`src/rtl/uart_frame_decoder.sv`:
```
// Frame decoder behind the UART receiver: 55 AA LEN payload CSUM, payload buffered until the XOR checksum verifies,
// then replayed on a valid/ready byte stream while the receiver is throttled via rx_en_sig.
module uart_frame_decoder #(
  parameter int MAX_LEN = 16,
  parameter int TIMEOUT = 20000
) (
  input  logic       clk,
  input  logic       rst,
  input  logic       rx_done,
  input  logic [7:0] rx_data,
  output logic       rx_en_sig,
  output logic       out_valid,
  input  logic       out_ready,
  output logic [7:0] out_data,
  output logic       out_last,
  output logic [7:0] frame_len,
  output logic       err,
  output logic [1:0] err_code
);

  localparam int IW = $clog2(MAX_LEN + 1);
  localparam int AW = (MAX_LEN > 1) ? $clog2(MAX_LEN) : 1;
  localparam int CW = $clog2(TIMEOUT + 1);

  typedef enum logic [2:0] {S_IDLE, S_HDR2, S_LEN, S_PAYLOAD, S_CSUM, S_OUTPUT} state_t;

  state_t          state_q, state_d;
  logic [IW-1:0]   len_q, len_d, idx_q, idx_d, rd_q, rd_d, rd_nx;
  logic [7:0]      csum_q, csum_d;
  logic [CW-1:0]   tmo_q, tmo_d;
  logic            rx_en_q, rx_en_d;
  logic            out_valid_q, out_valid_d, out_last_q, out_last_d;
  logic [7:0]      out_data_q, out_data_d, frame_len_q, frame_len_d;
  logic            err_q, err_d;
  logic [1:0]      err_code_q, err_code_d;
  logic            buf_we, tmo_active, tmo_hit;
  logic [7:0]      buf_q [MAX_LEN];

  always_comb begin
    state_d     = state_q;
    len_d       = len_q;
    idx_d       = idx_q;
    rd_d        = rd_q;
    csum_d      = csum_q;
    out_valid_d = out_valid_q;
    out_last_d  = out_last_q;
    out_data_d  = out_data_q;
    frame_len_d = frame_len_q;
    err_d       = 1'b0;
    err_code_d  = err_code_q;
    buf_we      = 1'b0;
    rd_nx       = rd_q + IW'(1);

    tmo_active = (state_q == S_HDR2) || (state_q == S_LEN) ||
                 (state_q == S_PAYLOAD) || (state_q == S_CSUM);
    tmo_d      = (tmo_active && !rx_done) ? tmo_q + CW'(1) : '0;
    // A byte in the same cycle as the final count takes priority over the abort.
    tmo_hit    = tmo_active && !rx_done && (tmo_q == CW'(TIMEOUT - 1));

    case (state_q)
      S_IDLE: if (rx_done && rx_data == 8'h55) state_d = S_HDR2;
      S_HDR2: if (rx_done) begin
        if (rx_data == 8'hAA)      state_d = S_LEN;
        else if (rx_data != 8'h55) state_d = S_IDLE;
      end
      S_LEN: if (rx_done) begin
        if (rx_data == 8'h00 || rx_data > 8'(MAX_LEN)) begin
          err_d      = 1'b1;
          err_code_d = 2'd1;
          state_d    = S_IDLE;
        end else begin
          len_d   = rx_data[IW-1:0];
          idx_d   = '0;
          csum_d  = rx_data;
          state_d = S_PAYLOAD;
        end
      end
      S_PAYLOAD: if (rx_done) begin
        buf_we = 1'b1;
        idx_d  = idx_q + IW'(1);
        csum_d = csum_q ^ rx_data;
        if (idx_q == len_q - IW'(1)) state_d = S_CSUM;
      end
      S_CSUM: if (rx_done) begin
        if (rx_data == csum_q) begin
          state_d     = S_OUTPUT;
          rd_d        = '0;
          out_valid_d = 1'b1;
          out_data_d  = buf_q[0];
          out_last_d  = (len_q == IW'(1));
          frame_len_d = 8'(len_q);
        end else begin
          err_d      = 1'b1;
          err_code_d = 2'd2;
          state_d    = S_IDLE;
        end
      end
      S_OUTPUT: if (out_ready) begin
        if (out_last_q) begin
          out_valid_d = 1'b0;
          out_last_d  = 1'b0;
          state_d     = S_IDLE;
        end else begin
          rd_d       = rd_nx;
          out_data_d = buf_q[rd_nx[AW-1:0]];
          out_last_d = (rd_nx == len_q - IW'(1));
        end
      end
      default: state_d = S_IDLE;
    endcase

    if (tmo_hit) begin
      err_d      = 1'b1;
      err_code_d = 2'd3;
      state_d    = S_IDLE;
    end

    rx_en_d = (state_d != S_OUTPUT);
  end

  always_ff @(posedge clk) begin
    if (rst) begin
      state_q     <= S_IDLE;
      len_q       <= '0;
      idx_q       <= '0;
      rd_q        <= '0;
      csum_q      <= '0;
      tmo_q       <= '0;
      rx_en_q     <= 1'b0;
      out_valid_q <= 1'b0;
      out_last_q  <= 1'b0;
      out_data_q  <= '0;
      frame_len_q <= '0;
      err_q       <= 1'b0;
      err_code_q  <= '0;
    end else begin
      state_q     <= state_d;
      len_q       <= len_d;
      idx_q       <= idx_d;
      rd_q        <= rd_d;
      csum_q      <= csum_d;
      tmo_q       <= tmo_d;
      rx_en_q     <= rx_en_d;
      out_valid_q <= out_valid_d;
      out_last_q  <= out_last_d;
      out_data_q  <= out_data_d;
      frame_len_q <= frame_len_d;
      err_q       <= err_d;
      err_code_q  <= err_code_d;
    end
  end

  always_ff @(posedge clk) begin
    if (buf_we) buf_q[idx_q[AW-1:0]] <= rx_data;
  end

  assign rx_en_sig = rx_en_q;
  assign out_valid = out_valid_q;
  assign out_data  = out_data_q;
  assign out_last  = out_last_q;
  assign frame_len = frame_len_q;
  assign err       = err_q;
  assign err_code  = err_code_q;

endmodule

```
`config.mk`:
```
export PLATFORM = sky130hd
export DESIGN_NAME = uart_frame_decoder
export DESIGN_NICKNAME = d
export VERILOG_FILES = /design/src/rtl/uart_frame_decoder.sv
export SDC_FILE = /design/constraint.sdc
export NUM_CORES = 1
export LEC_CHECK = 0
export CAP_MARGIN = 20
export CORE_MARGIN = 2
export CORE_UTILIZATION = 30
export CTS_BUF_LIST = sky130_fd_sc_hd__clkbuf_4
export DETAILED_ROUTE_END_ITERATION = 8
export DONT_BUFFER_PORTS = 1
export HOLD_SLACK_MARGIN = 0.1
export PLACE_DENSITY = 0.44
export SYNTH_ARGS = -nofsm -noshare
export SYNTH_HDL_FRONTEND = slang
export SYNTH_SLANG_ARGS = --single-unit
export TNS_END_PERCENT = 1
```
`constraint.sdc`:
```
create_clock -name clk -period 2.7 [get_ports clk]
set_input_delay 0.54 -clock clk [delete_from_list [all_inputs] [get_ports clk]]
set_output_delay 0.54 -clock clk [all_outputs]
set_load 0.02 [all_outputs]
```
==> summary.txt, run 1 <==
STA
  • Setup violations, final: 0
  • Hold Fails Final Rpt: 0
  • Relative slew margins: between 30% and 40%
  • RSZ-0062 raised after global routing: false
  • Max Clock Skew: 23.3 ps
  • Period utilization: 86.2%
  • Sum of negative setup slack: 0 ps
  • Worst-Margin Slew: 957 ps
  • Fmax: 430 MHz
  • Period minus WS final: around 2300 ps
  • Post-route setup slack: between 300 and 400 ps
  • Final max-slew violation count: 0

Synth
  • Synth area leaders: edfxtp_1 47%, dfxtp_1 15%, mux4_2 4.7%
  • Mapped Cells: 650
  • Main synth FF type: edfxtp_1
  • Post-synth EDFFs: 128
  • Mapped Avg Cell Area: 12.6 um2
  • Asr flop ratio synth: 0%
  • Seq/Total Area, Yosys: 61.4%
  • Top cell type's share of synthesized area: 46.8%
  • Synthesized area: 0.00822 mm2
  • Seq cells post-synth: 188
  • Synth area leader: edfxtp_1
  • Post-synth cell types: slightly above 60
  • Yosys warning total: 0

Final layout
  • Fillers: between 2000 and 3000
  • NumNets Final: 678
  • Non-filler instance count after layout: 1015
  • Share of cells above drive strength 1: ~12%
  • Layout area overhead: 9.77%

Pwr
  • PwrDens: about 530 mW/mm2
  • Leakage: 2.86 nW
  • VDD IR-drop max: 0.236 mV

Drt
  • Avg WL per Cell: 21.5 um
  • DRC viols: 0
  • Post-route ant nets: 0
  • Final wirelength: 21.8 mm
  • Iteration count of the initial detailed-routing pass: 5
  • Via count: approximately 5300
  • DR iter-0 viols: 546
  • Vias per cell: 5.19

CTS
  • Post-CTS Setup Bufs: 0
  • CTS buffer count: 17
  • Root Driver: clkbuf_4
  • Worst-Skew Late Latency: about 600 ps
  • Cts hold-fix bufs: 10
  • Post-cts sizing count: 0
  • Clk pin slew, worst setup/hold paths: 160 ps
  • Worst-case clock buffer depth: 2
  • CTS tree: built
  • CTS sink cnt: 188
  • H-tree Lvls: 4

Placement
  • IO Port Bufs: 0
  • Dpl cells: 970
  • HPWL after DPL: approximately 14 mm
  • Worst slack, placed: 319 ps
  • Final GP Congestion: 0.821

Worst setup path
  • Setup crit start kind: flip-flop
  • Crit path max fanout: 14
  • WP data arrival: 2810 ps
  • CP Capture Type: flip-flop
  • R2r setup slk: 370 ps
  • Critical path required time: 3180 ps
  • Cell count of the worst reg-to-reg path: 6
  • Crit Path Class: reg -> reg

Floorplan
  • Die W: 170 um
  • Initial Utilization: a little over 30%
  • Number of top-level pins: 34
  • CORE AREA: 0.0270 mm2
  • Row count: 60
  • Die Y: around 170 um
  • Die area: 0.0287 mm2

Global route
  • Vias in the first global route: 5305
  • Initial antenna violation count: 2
  • Grt total ovfl: 0
  • First-pass GRT wire length: 33.0 mm
  • Total track usage: 15.6%
  • Largest net degree at the start of global routing: 35

Worst hold path
  • Hold-critical path depth: 3
  • HP Class: in -> reg

Status
  • Status: completed

Job
  • Max-cap viol count: 0
-- critical path, stage by stage, from the launching register on --
cell	delay, ps
dfxtp_1	360
ha_1	470
buf_4	310
mux4_2	560
mux2_2	290
nand2_1	120
a311oi_1	90
-- path summary, 6_finish.rpt --
kind | start | endpoint
min reg2reg | tmo_q[0] | tmo_q[0]
max | rd_q[1] | out_data[5]
max reg2reg | rd_q[1] | out_data[5]
min | rx_data[5] | csum_q[5]
-- cell families (layout without fill, tap and decap cells) --
group | after synthesis | count (layout) | share of synthesized area (%)
compound gates | 78 | 78 | 6.99
xor+xnor | 42 | 42 | 4.83
fa+ha+maj | 8 | 8 | 1.22
buf+inv | 52 | 71 | 2.97
flops | 188 | 188 | 61.4
mux | 40 | 40 | 7.88
other cells | 1 | 6 | 0.0456
simple gates | 241 | 241 | 14.7
-- cell usage after synthesis, types with 6 or more instances --
cell type / instances
mux4_2: 17
o211ai_1: 7
nor3_1: 17
xor2_1: 12
ha_1: 8
nand4_1: 17
xnor2_1: 27
nand3_1: 32
nor2_1: 37
a31oi_1: 6
inv_1: 11
and3_1: 14
a311oi_1: 11
edfxtp_1: 128
dfxtp_1: 60
and2_1: 12
clkbuf_1: 23
nor4_1: 8
nand2_1: 70
mux2i_1: 19
nor2b_1: 8
a21oi_1: 18
a22oi_1: 12
buf_2: 11
-- layout by cell type (no fill, tap or decap), types with 4 or more instances in the layout --
master / synthesis / layout
mux2i_1: 19 / 19
a22oi_1: 12 / 12
a311oi_1: 11 / 11
clkbuf_4: 0 / 17
buf_4: 3 / 18
nand4_1: 17 / 17
nor4b_1: 4 / 4
nor3_1: 17 / 17
inv_1: 11 / 11
inv_8: 0 / 5
mux4_2: 17 / 17
o211ai_1: 7 / 7
nor4_1: 8 / 7
ha_1: 8 / 8
xnor2_1: 27 / 27
nor2b_1: 8 / 8
dfxtp_1: 60 / 60
nand2_1: 70 / 70
edfxtp_1: 128 / 128
nand2b_1: 5 / 5
a31oi_1: 6 / 6
dlygate4sd3_1: 0 / 9
and3_1: 14 / 14
nand3_1: 32 / 32
and2_1: 12 / 12
nand3b_1: 5 / 5
xor2_1: 12 / 12
nor2_1: 37 / 37
a21oi_1: 18 / 18
-- layer usage --
| layer | GRT usage [%] | vias up | share of wire [%] |
|---|---|---|---|
| met3 | 3.15 | 22 | 4.5 |
| li1 | - | 2458 | - |
| met5 | 0 | - | 0 |
| met1 | 20.9 | 2651 | 46 |
| met2 | 25.8 | 133 | 49 |
| met4 | 4.24 | 0 | 1.4 |
-- cell type report --
class | instances | area (um2) | share of cell area, %
antenna | 3 | 7.51 | 0.0832
sequential | 188 | 5040 | 55.9
inverter | 11 | 41.3 | 0.458
timing repair buffer | 28 | 245 | 2.72
clock buffer | 17 | 128 | 1.41
multi-input combinational | 412 | 2960 | 32.8
clock inverter | 15 | 174 | 1.93
tap | 341 | 427 | 4.73
-- report_power, final --
group / switching, mW / total, mW / internal (mW)
combinational: 0.0750 / 0.100 / 0.0255
sequential: 0.00334 / 3.08 / 3.07
clock: 1.13 / 1.64 / 0.511
total: 1.20 / 4.81 / 3.61
-- flip-flops by register name (all words and copies together) (netlist names) --
name       flops
out_data       8
len_q          5
out_last       1
err_code       2
err            1
buf_q        128
rd_q           5
csum_q         8
rx_en_sig      1
state_q        3
tmo_q         15
out_valid      1
frame_len      5
idx_q          5
-- metrics by stage --
stage	hold WS [ps]	total power, mW	instance area, um2	utilization [%]
6_report	156	4.81	9020	33.5
5_1_grt	116	4.97	9020	33.5
4_1_cts	105	4.86	9020	33.5
3_5_place_dp	467	3.17	8600	31.9
3_3_place_gp	441	3.17	8600	31.9
2_1_floorplan	430	3.19	8230	-
Note: power is estimated with default switching activity, not from simulation.
==> run 2, diff against run 1 <==
--- a/config.mk
+++ b/config.mk
@@ -5,14 +5,17 @@
 export SDC_FILE = /design/constraint.sdc
 export NUM_CORES = 1
 export LEC_CHECK = 0
+export ABC_AREA = 1
 export CAP_MARGIN = 20
 export CORE_MARGIN = 2
 export CORE_UTILIZATION = 30
 export CTS_BUF_LIST = sky130_fd_sc_hd__clkbuf_4
 export DETAILED_ROUTE_END_ITERATION = 8
 export DONT_BUFFER_PORTS = 1
+export GPL_ROUTABILITY_DRIVEN = 0
 export HOLD_SLACK_MARGIN = 0.1
 export PLACE_DENSITY = 0.44
+export SETUP_SLACK_MARGIN = 0.05
 export SYNTH_ARGS = -nofsm -noshare
 export SYNTH_HDL_FRONTEND = slang
 export SYNTH_SLANG_ARGS = --single-unit
==> run 2 against run 1 <==
Global-route usage up 1.0 points; first-iteration DRC count down 6.6%; critical path type unchanged; hold slack better by 9.7 ps; routed wire length up 13%; combinational power up 7%; sequential power about the same; cell count up 37%; largest cell class unchanged.
==> summary.txt, run 2 <==
Placement
  • Worst slack, placed: 382 ps (+62.5 ps)
  • IO Port Bufs: 0 (unchanged)
  • HPWL after DPL: 15.6 mm (+12%)
  • Placed cell areas: 0.00919 mm2 (+6.7%)

STA
  • Final max-slew violation count: 0 (unchanged)
  • RSZ-0062 raised after global routing: false
  • Setup violations, final: 0 (unchanged)
  • Hold Fails Final Rpt: 0 (unchanged)
  • Period utilization: 87.0% (+0.83 points)
  • Period minus WS final: 2350 ps (+22.3 ps)
  • Worst-Margin Slew: 964 ps (+6.75 ps)
  • Post-route setup slack: 350 ps (-22.3 ps)
  • Relative slew margins: 35.5% (-0.45 points)
  • Sum of negative setup slack: 0 ps (unchanged)
  • Fmax: 426 MHz (-0.95%)
  • Max Clock Skew: 30.8 ps (+7.50 ps)

CTS
  • Root Driver: clkbuf_4
  • Worst-case clock buffer depth: 2 (unchanged)
  • Worst-Skew Late Latency: 600 ps (about the same)
  • Clk pin slew, worst setup/hold paths: 170 ps (about the same)
  • CTS buffer count: 17 (unchanged)
  • CTS tree: built
  • H-tree Lvls: 4 (unchanged)
  • CTS sink cnt: 188 (unchanged)
  • Post-CTS Setup Bufs: 0 (unchanged)

Global route
  • Grt met1 use: 22.1% (+1.1 points)
  • Total track usage: 16.6% (+1.0 points)
  • GRT Max-Usage Layer: met2
  • Largest net degree at the start of global routing: 45 (+29%)
  • Initial antenna violation count: 3 (+1)
  • GRT met2 Usage: 28.4% (+2.5 points)
  • Vias in the first global route: 6522 (+23%)
  • Met3 Usage GRT: 2.89% (-0.26 points)
  • Grt total ovfl: 0 (unchanged)
  • First-pass GRT wire length: 37.9 mm (+15%)

Synth
  • Seq cells post-synth: 188 (unchanged)
  • Asr flop ratio synth: 0% (unchanged)
  • Mapped Cells: 977 (+50%)
  • Main synth FF type: edfxtp_1
  • Cell with the most instances after synthesis: nand2_1
  • Synth area leaders: edfxtp_1 44%, dfxtp_1 14%, nand2_1 9.0%
  • Post-synth cell types: 36 (-41%)
  • Top cell type's share of synthesized area: 44.4% (-2.4 points)
  • Seq/Total Area, Yosys: 58.2% (-3.1 points)
  • Synthesized area: 0.00866 mm2 (+5.4%)
  • Yosys warning total: 0 (unchanged)
  • Mapped Avg Cell Area: 8.86 um2 (-30%)
  • Post-synth EDFFs: 128 (unchanged)
  • Most frequent cells after synthesis: 207 x nand2_1, 169 x nor2_1, 128 x edfxtp_1
  • Synth area leader: edfxtp_1

Status
  • Status: completed

Worst setup path
  • CP Capture Type: flip-flop
  • Reg2reg end: out_data[6]
  • R2r setup slk: 350 ps (-20 ps)
  • Critical path required time: 3240 ps (+60 ps)
  • Crit path max fanout: 44 (+30)
  • R2R Path Start: rd_q[0]
  • Setup crit end: out_data[6]
  • Crit Path Class: reg -> reg
  • Setup crit start kind: flip-flop
  • Beginning of the critical path: rd_q[0]
  • Cell count of the worst reg-to-reg path: 8 (+2)
  • WP data arrival: 2890 ps (+80 ps)

Pwr
  • Comb pwr share: 2.1% (about the same)
  • VDD IR-drop max: 0.270 mV (+14%)
  • PwrDens: 525 mW/mm2 (-1.5%)
  • Register share of total power: 60.7% (-3.2 points)
  • Total design power: 5.06 mW (+5.2%)
  • Net Switching: 1.11 mW (-7.7%)
  • Leakage: 3.59 nW (+25%)
  • Cell Int Power: 3.95 mW (+9.5%)
  • Clock power frac: 37.2% (+3.2 points)
  • Sw frac: 21.9% (-3.1 points)

Floorplan
  • Initial Utilization: 30.3% (-0.16 points)
  • Row count: 62 (+3.3%)
  • Die Y: 174 um (+2.6%)
  • Number of top-level pins: 34 (unchanged)
  • Die W: 174 um (+2.6%)
  • Die area: 0.0302 mm2 (+5.2%)
  • CORE AREA: 0.0285 mm2 (+5.9%)

Drt
  • Final wirelength: 24.6 mm (+13%)
  • Avg WL per Cell: 17.7 um (-18%)
  • Post-route ant nets: 0 (unchanged)
  • Via count: 6498 (+23%)
  • Iteration count of the initial detailed-routing pass: 5 (unchanged)
  • Vias per cell: 4.66 (-10%)
  • DRC viols: 0 (unchanged)
  • DR iter-0 viols: 510 (-6.6%)

Final layout
  • Max reg flops: 128 (unchanged)
  • Most frequent cells in the layout: 207 x nand2_1, 169 x nor2_1, 128 x edfxtp_1
  • Layout area overhead: 11.3%
  • Fillers: 3067 (+16%)
  • Fin area: 0.00964 mm2 (+6.8%)
  • Most common cell after layout, fill and taps aside: nand2_1
  • NumNets Final: 1017 (+50%)
  • Share of cells above drive strength 1: 8.42% (-3.2 points)

Job
  • Max-cap viol count: 0 (unchanged)

Worst hold path
  • HP Class: in -> reg
[run 2: cell count changes in the layout (fill, tap and decap cells not counted), sizes merged, moves of 29 or more]
cell / change
inv: +75
nor2: +133
nand2: +138
o21ai: +82
a21oi: +29
nand3: +42
[run 2: layer usage]
layer  vias up  part of all wire (%)
met1      3107                    47
met3        19                   3.4
met5         -                     0
met4         0                   1.2
met2       106                    48
li1       3266                     -
[run 2: final cells by class]
type	count	area [um2]	area share (%)
clock inverter	12	210	2.18
multi-input combinational	658	3070	31.8
antenna	1	2.50	0.0260
inverter	91	344	3.57
tap	384	480	4.98
timing repair buffer	41	345	3.58
sequential	188	5050	52.3
clock buffer	19	143	1.48
[run 2: cell families (layout without fill, tap and decap cells)]
kind of cell               after synthesis  count (layout)  share of synthesized area, %
AOI/OAI and AO/OA                      143             143                          8.83
xor gates and xnor gates                15              15                          1.82
adders and majority gates                8               8                          1.16
buffers and inverters                  133             163                          6.40
DFF                                    188             188                          58.2
other                                    1               4                        0.0433
and+or+nand+nor                        489             489                          23.5
[run 2: how the worst min path moves through the flow]
stage               slack, ps        from        to  cells past startpoint
floorplan                 410    tmo_q[0]  tmo_q[0]                      1
global placement          430    tmo_q[0]  tmo_q[0]                      1
detailed placement        430    tmo_q[0]  tmo_q[0]                      1
CTS                       110  rx_data[1]  len_q[1]                      2
global route              130  rx_data[3]  len_q[3]                      2
finish                    170  rx_data[2]  len_q[2]                      2
[run 2: critical path, stage by stage (launching register included)]
cell and delay [ps]:
dfxtp_2 370, ha_1 330, buf_4 490, o21ai_0 170, o21ai_0 460, nand2_1 110, a21oi_1 180, nor3_1 70
nor2_1 90
[run 2: power groups by stage]
stage	sequential (mW)	combinational, mW	clock [mW]
CTS	3.07	0.107	1.95
floorplan	3.13	0.0481	0
global route	3.07	0.116	2.05
detailed placement	3.13	0.0512	0
finish	3.07	0.107	1.89
global placement	3.13	0.0523	0
[run 2: per-stage QoR]
step	hold WS, ps	instances	util (%)
finish	166	1394	33.8
global route	126	1394	33.8
CTS	108	1393	33.8
detailed placement	434	1352	32.2
global placement	426	1352	32.2
floorplan	413	979	-
[run 2: what timing repair did]
action,in CTS,in global routing
hold buffers,10,0
resized for setup,0,0
endpoints found under the hold margin,146,0
